--- config.mk ---
export PLATFORM = sky130hd
export DESIGN_NAME = branch_resolver
export DESIGN_NICKNAME = d
export VERILOG_FILES = /design/src/rtl/alu_pkg.sv /design/src/rtl/sat_counter.sv /design/src/rtl/branch_resolver.sv
export SDC_FILE = /design/constraint.sdc
export NUM_CORES = 1
export LEC_CHECK = 0
export ABC_CLOCK_PERIOD_IN_PS = 3700
export CAP_MARGIN = 20
export CELL_PAD_IN_SITES_DETAIL_PLACEMENT = 0
export CELL_PAD_IN_SITES_GLOBAL_PLACEMENT = 2
export CORE_UTILIZATION = 31
export CTS_CLUSTER_DIAMETER = 40
export DETAILED_ROUTE_END_ITERATION = 8
export PLACE_DENSITY_LB_ADDON = 0.1
export SLEW_MARGIN = 20
export SYNTH_ARGS = -nofsm -noshare
export SYNTH_HDL_FRONTEND = slang
export SYNTH_SLANG_ARGS = --single-unit
--- constraint.sdc ---
create_clock -name soc_clk -period 3.7 [get_ports soc_clk]
set_input_delay 0.74 -clock soc_clk [delete_from_list [all_inputs] [get_ports soc_clk]]
set_output_delay 0.74 -clock soc_clk [all_outputs]
set_load 0.02 [all_outputs]
--- src/rtl/alu_pkg.sv ---
`default_nettype none
// ============================================================================
//  Module      : alu_pkg
//  Description : Shared ALU/branch definitions: op encodings, resolver
//                states and op classification helpers.
//  Revision    : 1.0 - initial release
// ============================================================================
package alu_pkg;

    // Size of one uncompressed instruction; fall-through PC step.
    localparam int INSN_BYTES = 4;

    // Decoded operation encodings, shared with the comparator.
    typedef enum logic [3:0] {
        OP_BEQ  = 4'd0,
        OP_BNE  = 4'd1,
        OP_BLT  = 4'd2,
        OP_BGE  = 4'd3,
        OP_BLTU = 4'd4,
        OP_BGEU = 4'd5,
        OP_SLT  = 4'd9,
        OP_SLTU = 4'd10
    } op_e;

    // Resolver control states.
    typedef enum logic [1:0] {
        IDLE = 2'd0,
        WAIT = 2'd1,
        OUT  = 2'd2
    } res_state_e;

    // Conditional branch ops occupy the contiguous range BEQ..BGEU.
    function automatic logic is_branch(input logic [3:0] op);
        return (op <= OP_BGEU);
    endfunction

    // Set-less-than ops produce a writeback word instead of a branch.
    function automatic logic is_set(input logic [3:0] op);
        return (op == OP_SLT) || (op == OP_SLTU);
    endfunction

endpackage
`default_nettype wire

--- src/rtl/sat_counter.sv ---
`default_nettype none
// ============================================================================
//  Module      : sat_counter
//  Description : Up-counter that sticks at all-ones instead of wrapping.
//  Revision    : 1.0 - initial release
// ============================================================================
module sat_counter #(
    parameter int WIDTH = 16
) (
    input  logic             clk,
    input  logic             rst,
    input  logic             i_inc,
    output logic [WIDTH-1:0] o_count
);

    logic [WIDTH-1:0] r_count;

    // Increment on request unless already saturated.
    always_ff @(posedge clk) begin
        if (rst) begin
            r_count <= '0;
        end else if (i_inc && (r_count != {WIDTH{1'b1}})) begin
            r_count <= r_count + {{(WIDTH-1){1'b0}}, 1'b1};
        end
    end

    assign o_count = r_count;

endmodule
`default_nettype wire

--- src/rtl/branch_resolver.sv ---
`default_nettype none
// ============================================================================
//  Module      : branch_resolver
//  Description : Turns the registered comparator flag into a branch decision
//                for fetch (valid/ready) or an SLT/SLTU writeback pulse.
//                One operation in flight; flush and reset cancel it.
//  Revision    : 1.0 - initial release
// ============================================================================
module branch_resolver #(
    parameter int XLEN   = 32,
    parameter int IALIGN = 4,
    parameter int CNT_W  = 16
) (
    input  logic             soc_clk,
    input  logic             reset,
    input  logic             req_valid,
    output logic             req_ready,
    input  logic [3:0]       req_op,
    input  logic [XLEN-1:0]  req_pc,
    input  logic [XLEN-1:0]  req_imm,
    input  logic             cmp_con_met,
    input  logic             flush,
    output logic             br_valid,
    input  logic             br_ready,
    output logic             br_taken,
    output logic [XLEN-1:0]  br_target,
    output logic             br_misaligned,
    output logic             wb_valid,
    output logic [XLEN-1:0]  wb_data,
    output logic             op_illegal,
    output logic [CNT_W-1:0] stat_resolved,
    output logic [CNT_W-1:0] stat_taken
);

    import alu_pkg::*;

    localparam logic [XLEN-1:0] c_ALIGN_MASK = XLEN'(IALIGN - 1);
    localparam logic [XLEN-1:0] c_INSN_STEP  = XLEN'(INSN_BYTES);

    res_state_e        r_state;
    op_e               r_op;
    logic [XLEN-1:0]   r_pc;
    logic [XLEN-1:0]   r_imm;
    logic              r_br_valid;
    logic              r_br_taken;
    logic [XLEN-1:0]   r_br_target;
    logic              r_br_mis;
    logic              r_wb_valid;
    logic              r_wb_flag;
    logic              r_illegal;

    logic [XLEN-1:0]   w_taken_target;
    logic              w_taken_mis;
    logic              w_handshake;
    logic              w_taken_inc;

    // Taken target wraps modulo 2^XLEN; alignment only matters when taken.
    assign w_taken_target = r_pc + r_imm;
    assign w_taken_mis    = |(w_taken_target & c_ALIGN_MASK);

    // Flush wins over a simultaneous fetch handshake.
    assign w_handshake = r_br_valid && br_ready && !flush;
    assign w_taken_inc = w_handshake && r_br_taken;

    // Resolver FSM with all result outputs registered.
    always_ff @(posedge soc_clk) begin
        if (reset) begin
            r_state     <= IDLE;
            r_op        <= OP_BEQ;
            r_pc        <= '0;
            r_imm       <= '0;
            r_br_valid  <= 1'b0;
            r_br_taken  <= 1'b0;
            r_br_target <= '0;
            r_br_mis    <= 1'b0;
            r_wb_valid  <= 1'b0;
            r_wb_flag   <= 1'b0;
            r_illegal   <= 1'b0;
        end else if (flush) begin
            r_state     <= IDLE;
            r_br_valid  <= 1'b0;
            r_br_taken  <= 1'b0;
            r_br_target <= '0;
            r_br_mis    <= 1'b0;
            r_wb_valid  <= 1'b0;
            r_wb_flag   <= 1'b0;
            r_illegal   <= 1'b0;
        end else begin
            r_wb_valid <= 1'b0;
            r_wb_flag  <= 1'b0;
            r_illegal  <= 1'b0;
            case (r_state)
                IDLE: begin
                    if (req_valid) begin
                        if (is_branch(req_op) || is_set(req_op)) begin
                            r_op    <= op_e'(req_op);
                            r_pc    <= req_pc;
                            r_imm   <= req_imm;
                            r_state <= WAIT;
                        end else begin
                            r_illegal <= 1'b1;
                        end
                    end
                end
                WAIT: begin
                    if (is_branch(r_op)) begin
                        r_br_valid  <= 1'b1;
                        r_br_taken  <= cmp_con_met;
                        r_br_target <= cmp_con_met ? w_taken_target : (r_pc + c_INSN_STEP);
                        r_br_mis    <= cmp_con_met && w_taken_mis;
                        r_state     <= OUT;
                    end else begin
                        r_wb_valid <= 1'b1;
                        r_wb_flag  <= cmp_con_met;
                        r_state    <= IDLE;
                    end
                end
                OUT: begin
                    if (br_ready) begin
                        r_br_valid  <= 1'b0;
                        r_br_taken  <= 1'b0;
                        r_br_target <= '0;
                        r_br_mis    <= 1'b0;
                        r_state     <= IDLE;
                    end
                end
                default: r_state <= IDLE;
            endcase
        end
    end

    assign req_ready     = (r_state == IDLE);
    assign br_valid      = r_br_valid;
    assign br_taken      = r_br_taken;
    assign br_target     = r_br_target;
    assign br_misaligned = r_br_mis;
    assign wb_valid      = r_wb_valid;
    assign wb_data       = {{(XLEN-1){1'b0}}, r_wb_flag};
    assign op_illegal    = r_illegal;

    sat_counter #(.WIDTH(CNT_W)) u_stat_resolved (
        .clk     (soc_clk),
        .rst     (reset),
        .i_inc   (w_handshake),
        .o_count (stat_resolved)
    );

    sat_counter #(.WIDTH(CNT_W)) u_stat_taken (
        .clk     (soc_clk),
        .rst     (reset),
        .i_inc   (w_taken_inc),
        .o_count (stat_taken)
    );

endmodule
`default_nettype wire

==> run metrics, run 1 <==
global-route wire length before repair=between 30000 and 40000 um; Synth Instances=around 1000; worst-margin pin slew=about 0.67 ns; largest family of logic cells by synthesized area=simple AND/OR/NAND/NOR gates; worst-path fanout max=5; Fill cells=2670; async set or reset register ratio after synthesis=0%; switch share=26.4%; clk slew on worst S/H paths=roughly 0.070 ns; Clock Latency Late Sink=0.42 ns; diodes inserted=0; internal power=2680 uW; post_cts resized=0; Worst Hold Launch=r_op[1]$_SDFFE_PP0P_; Fmax=0.353 GHz; initial antenna violation count=0; startpoint types=flip-flop; Core Util, Final=roughly two fifths; reg2reg path depth=10; die area=roughly 26000 um^2; Avg Vias per Cell=5.02; Post-Syn Area per Cell=7.75 um^2; mux contribution to synthesized area=0.877%; post-DP HPWL=around 19000 um; Setup Skew=about 0.0095 ns; GRT overflow=0; max-slew violation count=0; FP Rows=just under 60; Clk pwr share=a little under half; post-CTS setup repair buffer count=0; total CTS buffers=17; Static Leak=around 0.0038 uW; sequential element share of the synthesized area=roughly a third; Post-synth EDFFs=0; post-synthesis adder-cell area fraction=~5.6%; worst setup path start=r_pc[0]$_SDFFE_PP0P_; most used flip-flop cell after synthesis=dfxtp_1; GRT Total Usage=about a fifth; chip width=~160 um; FF+latch count, synth=~140; final setup violation count=0; Max Cap Viol=0; crit path capture type=flip-flop; Post-Synth XOR/XNOR Area=between 7 and 8%; Tot Pwr=between 3000 and 4000 uW; status=finished, final reports clean; vias in the first global route=7174; Final ANT Viol Nets=0; Ys Warns=0; total negative setup slack=0 ns; Commonest cells post-synth=197 x nand2_1, 139 x dfxtp_1, 127 x a21oi_1; most common cell in the netlist=nand2_1; net switching power=between 900 and 1000 uW; Longest Clk Path Bufs=2; PortBufs=144; max_slew headroom=roughly 55%; final-stage net count=about 1300; Initial Util=about a third; post-synthesis simple-gate area fraction=around a quarter; post-synthesis compound-gate area fraction=around a fifth; DRT Pass-1 Iters=5; routed len/inst=between 15 and 20 um; CP Class=flip-flop to flip-flop; Post-Syn Area=approximately 8000 um^2; hold path cells=2; fin crit period=2.84 ns; hold buffers post-CTS=0; WP data required=3.98 ns; Die H=roughly 160 um; Distinct cells, synth=67; # clock sinks=139; CTS tree=done; area leader, netlist=dfxtp_1; R2R Path Start=r_pc[0]$_SDFFE_PP0P_; CP arrival=approximately 3.1 ns; CTS H-tree depth=4; Hold Path Class=flip-flop to flip-flop; RSZ-0062 raised after global routing=false; Root Buffer=clkbuf_16; fin crit share=around 77%; 1st-iter DRT viols=413; Comb pwr share=approximately a tenth; ranking of synthesized cells by area=dfxtp_1 35%, nand2_1 9.3%, a21oi_1 8.0%, ha_1 5.3%, xnor2_1 3.8%; I/O pin total=around 180; drc violations=0; Yosys top cell area share=a little over a third; number of hold violations in the final report=0; layout cells sized above 1=between 6 and 7%; Area growth, synth to finish=28.4%; GPL Wtd Cong=0.833; via count=between 7000 and 8000; CORE AREA=25300 um^2; maximum vdd drop=between 200 and 300 uV; PD cells=355 nW/um^2; largest net degree at the start of global routing=63; Detailed Route WL=between 20000 and 25000 um; sequential share of power=a little over two fifths
state kept, by name, indices dropped and copies added (netlist names):
register                 flops
br_misaligned                1
u_stat_resolved.o_count     16
u_stat_taken.o_count        16
r_state                      2
r_op                         3
op_illegal                   1
r_imm                       32
r_pc                        32
wb_valid                     1
br_taken                     1
br_target                   32
br_valid                     1
r_wb_flag                    1
layer usage:
metal  wire length (um)  GRT usage [%]  vias up
met5                  0              0        -
met4                 97           3.22        0
met3               1420           4.89        4
met2              11100           30.0      164
met1              12200           26.3     3538
li1                   -              -     3832
stage by stage:
stage | hold slack, ns | setup slack, ns | std cells | area (um^2)
after CTS | 0.459 | 0.873 | 1503 | 10300
after global routing | 0.478 | 0.709 | 1503 | 10300
after floorplan | 0.436 | 1.31 | 1061 | 8100
after global placement | 0.442 | 0.932 | 1471 | 9660
after detailed placement | 0.450 | 0.879 | 1471 | 9660
final | 0.459 | 0.864 | 1503 | 10300
path summary, 6_finish.rpt:
path                                endpoint  slack [ns]
setup reg to reg  br_target[26]$_SDFFE_PP0P_        0.86
hold / removal          r_op[1]$_SDFFE_PP0P_        0.46
setup / recovery  br_target[26]$_SDFFE_PP0P_        0.86
hold reg to reg         r_op[1]$_SDFFE_PP0P_        0.46
power by group through the flow:
| stage | Combinational (uW) | Clock [uW] | Sequential, uW |
|---|---|---|---|
| finish | 350 | 1740 | 1560 |
| global placement | 353 | 0 | 1590 |
| CTS | 354 | 1790 | 1560 |
| detailed placement | 352 | 0 | 1590 |
| global route | 390 | 1840 | 1560 |
| floorplan | 231 | 0 | 1580 |
kinds of logic after synthesis:
kind of cell / after synthesis
adder cells (fa/ha/maj): 35
multiplexers: 7
AO/OA/AOI/OAI: 270
AND/OR/NAND/NOR: 411
flip-flops: 139
XOR/XNOR: 70
other: 1
buffers and inverters: 98
layout make-up:
| cell class | count | area, um^2 | share of cell area (%) |
|---|---|---|---|
| multi-input combinational | 824 | 4830 | 47.1 |
| sequential | 139 | 2780 | 27.1 |
| timing repair buffer | 164 | 1590 | 15.5 |
| clock buffer | 18 | 429 | 4.18 |
| tap | 330 | 413 | 4.03 |
| clock inverter | 14 | 163 | 1.59 |
| inverter | 14 | 52.6 | 0.512 |
critical path: stages, from the launching register on:
cell and delay [ns]:
dfxtp_1 0.36, ha_1 0.20, inv_1 0.07, fa_1 0.39
nand2b_1 0.25, a2111oi_2 0.45, o31ai_1 0.17, and2_1 0.21
o21ai_1 0.26, mux2i_1 0.24, a31oi_1 0.11
layout by cell type, fill, tap and decap left out, types with 12 or more instances in the layout:
master	instances
nand2_1	197
clkdlybuf4s50_1	143
dfxtp_1	139
a21oi_1	126
nor2_1	76
xor2_1	35
xnor2_1	35
ha_1	34
nand3_1	33
conb_1	31
o21ai_0	30
nand4_1	22
buf_4	21
nor3_1	20
a21o_1	19
clkbuf_16	17
inv_1	14
and3_1	12
Power figures use the tool's default switching activity.
==> run 2: changes to the inputs <==
Settings changed: ABC_CLOCK_PERIOD_IN_PS 3700 to 2900, CORE_UTILIZATION 31 to 29.
Clock period 3.7 ns to 2.9 ns, I/O delays scaled along.
==> run metrics, run 2 (synthesis gave the netlist of run 1 again) <==
status=finished, final reports clean (unchanged); CP max-delay cell=fa_1 (was a2111oi_2); CP arrival=3.00 ns (was 3.12 ns); maximum vdd drop=309 uV (was 291 uV); fin crit period=2.70 ns (was 2.84 ns); CORE AREA=27000 um^2 (was 25300 um^2); fin crit share=93.0% (was 76.6%); PortBufs=144 (unchanged); GPL Wtd Cong=0.815 (was 0.833); final setup violation count=0 (unchanged); crit path capture type=flip-flop (unchanged); largest net degree at the start of global routing=81 (was 63); Final ANT Viol Nets=0 (unchanged); max_slew headroom=40.5% (was 55.1%); busiest grt layer=met2 (unchanged); hold buffers post-CTS=0 (unchanged); DRT Pass-1 Iters=7 (was 5); number of hold violations in the final report=0 (unchanged); total negative setup slack=0 ns (unchanged); vias in the first global route=7438 (was 7174); Die H=168 um (was 162 um); Area growth, synth to finish=30.6% (was 28.4%); met1 GRT Util=25.3% (was 26.3%); GRT overflow=0 (unchanged); Tot Pwr=4630 uW (was 3640 uW); CTS tree=done (unchanged); layout cells sized above 1=8.04% (was 6.31%); Setup Skew=0.0110 ns (was 0.00946 ns); 1st-iter DRT viols=451 (was 413); GRT Total Usage=18.6% (was 19.0%); CTS H-tree depth=4 (unchanged); die area=28200 um^2 (was 26400 um^2); Fmax=0.371 GHz (was 0.353 GHz); most frequent cells in the layout=197 x nand2_1, 143 x clkdlybuf4s50_1, 139 x dfxtp_1 (unchanged); via count=7593 (was 7538); met2 Track Usage GR=29.4% (was 30.0%); Root Buffer=clkbuf_16 (unchanged); initial antenna violation count=0 (unchanged); WP data required=3.20 ns (was 3.98 ns); r2r setup slk=0.20 ns (was 0.86 ns); final-stage net count=1290 (was 1269); FP Rows=60 (was 58); Max stage delay on crit path=0.38 ns (was 0.45 ns); total CTS buffers=17 (unchanged); CP Class=flip-flop to flip-flop (unchanged); worst-margin pin slew=0.893 ns (was 0.674 ns); Longest Clk Path Bufs=2 (unchanged); diodes inserted=0 (unchanged); # clock sinks=139 (unchanged); chip width=168 um (was 162 um); worst-path fanout max=5 (unchanged); max-slew violation count=0 (unchanged); startpoint types=flip-flop (unchanged); RSZ-0062 raised after global routing=false (unchanged); Detailed Route WL=25800 um (was 24800 um); global-route wire length before repair=41000 um (was 39400 um); clk slew on worst S/H paths=0.07 ns (about the same); post-DP HPWL=19500 um (was 18800 um); Avg Vias per Cell=4.95 (was 5.02); routed len/inst=16.8 um (was 16.5 um); global routing met3 resource utilization=4.23% (was 4.89%); Max Cap Viol=0 (unchanged); most common cell after layout, fill and taps aside=nand2_1 (unchanged); Clock Latency Late Sink=0.43 ns (was 0.42 ns); crit path cell chain=ha_1 -> inv_1 -> fa_1 -> nand2b_1 -> a211o_1 -> a21oi_1 -> o31ai_2 -> o41a_1 -> xor2_1 -> o21ai_1 (was ha_1 -> inv_1 -> fa_1 -> nand2b_1 -> a2111oi_2 -> o31ai_1 -> and2_1 -> o21ai_1 -> mux2i_1 -> a31oi_1); Hold Path Class=flip-flop to flip-flop (unchanged); drc violations=0 (unchanged); I/O pin total=176 (unchanged); Initial Util=29.6% (was 31.6%); PD cells=444 nW/um^2 (was 355 nW/um^2); Static Leak=0.00388 uW (was 0.00378 uW)
run 2: changes by cell type in the layout (fill, tap and decap cells not counted):
cell / before / now
o21ai_1: 6 / 5
o21ai_2: 0 / 1
clkinv_2: 1 / 0
a2111oi_2: 1 / 0
a2111oi_4: 0 / 1
bufinv_16: 2 / 1
buf_4: 21 / 42
inv_8: 2 / 4
run 2: through the flow:
stage | util [%] | hold slack, ns | std cells | area [um^2] | setup WS [ns]
3_5_place_dp | 36.5 | 0.449 | 1503 | 9830 | 0.134
6_report | 38.7 | 0.455 | 1535 | 10400 | 0.202
3_3_place_gp | 36.5 | 0.445 | 1503 | 9830 | 0.163
4_1_cts | 38.6 | 0.459 | 1535 | 10400 | 0.0888
5_1_grt | 38.7 | 0.489 | 1535 | 10400 | 0.00785
2_1_floorplan | - | 0.436 | 1061 | 8100 | 0.513
run 2: what timing repair did:
item / 4_1_cts / 5_1_grt
setup buffers: 0 / 0
endpoints found under the setup margin: 0 / 2
gates resized for setup: 0 / 2
run 2: final timing paths:
path                        start                    endpoint  depth (start not counted)
max reg2reg  r_pc[0]$_SDFFE_PP0P_  br_target[24]$_SDFFE_PP0P_                         10
min          r_op[3]$_SDFFE_PP0P_        r_op[3]$_SDFFE_PP0P_                          2
min reg2reg  r_op[3]$_SDFFE_PP0P_        r_op[3]$_SDFFE_PP0P_                          2
max          r_pc[0]$_SDFFE_PP0P_  br_target[24]$_SDFFE_PP0P_                         10
run 2: layout make-up:
cell class / instances / area, um^2
Fill cell: 2847 / 16500
Multi-Input combinational cell: 824 / 4840
Sequential cell: 139 / 2780
Timing Repair Buffer: 185 / 1750
Clock buffer: 18 / 429
Tap cell: 341 / 427
Clock inverter: 14 / 150
Inverter: 14 / 52.6
run 2: routing by layer:
layer | vias to the layer above | wire length (um)
li1 | 3878 | -
met1 | 3540 | 12800
met2 | 154 | 11500
met3 | 21 | 1170
met4 | 0 | 377
met5 | - | 0
run 2: worst max-delay path: cells and delay by family (launching register included):
kind | cells | cell delay [ns]
flops | 1 | 0.35
compound gates | 5 | 1.18
simple gates | 1 | 0.27
xor+xnor | 1 | 0.14
fa+ha+maj | 2 | 0.58
buf+inv | 1 | 0.06
run 2: power breakdown:
group          switching (uW)  internal, uW
registers                35.0          1950
logic                     269           200
clock network             968          1220
total                    1270          3360
==> run 3: changes to the inputs <==
Settings changed: TNS_END_PERCENT set to 20.
==> results of run 3 <==
Final layout, timing and power as in run 2 (identical DEF).
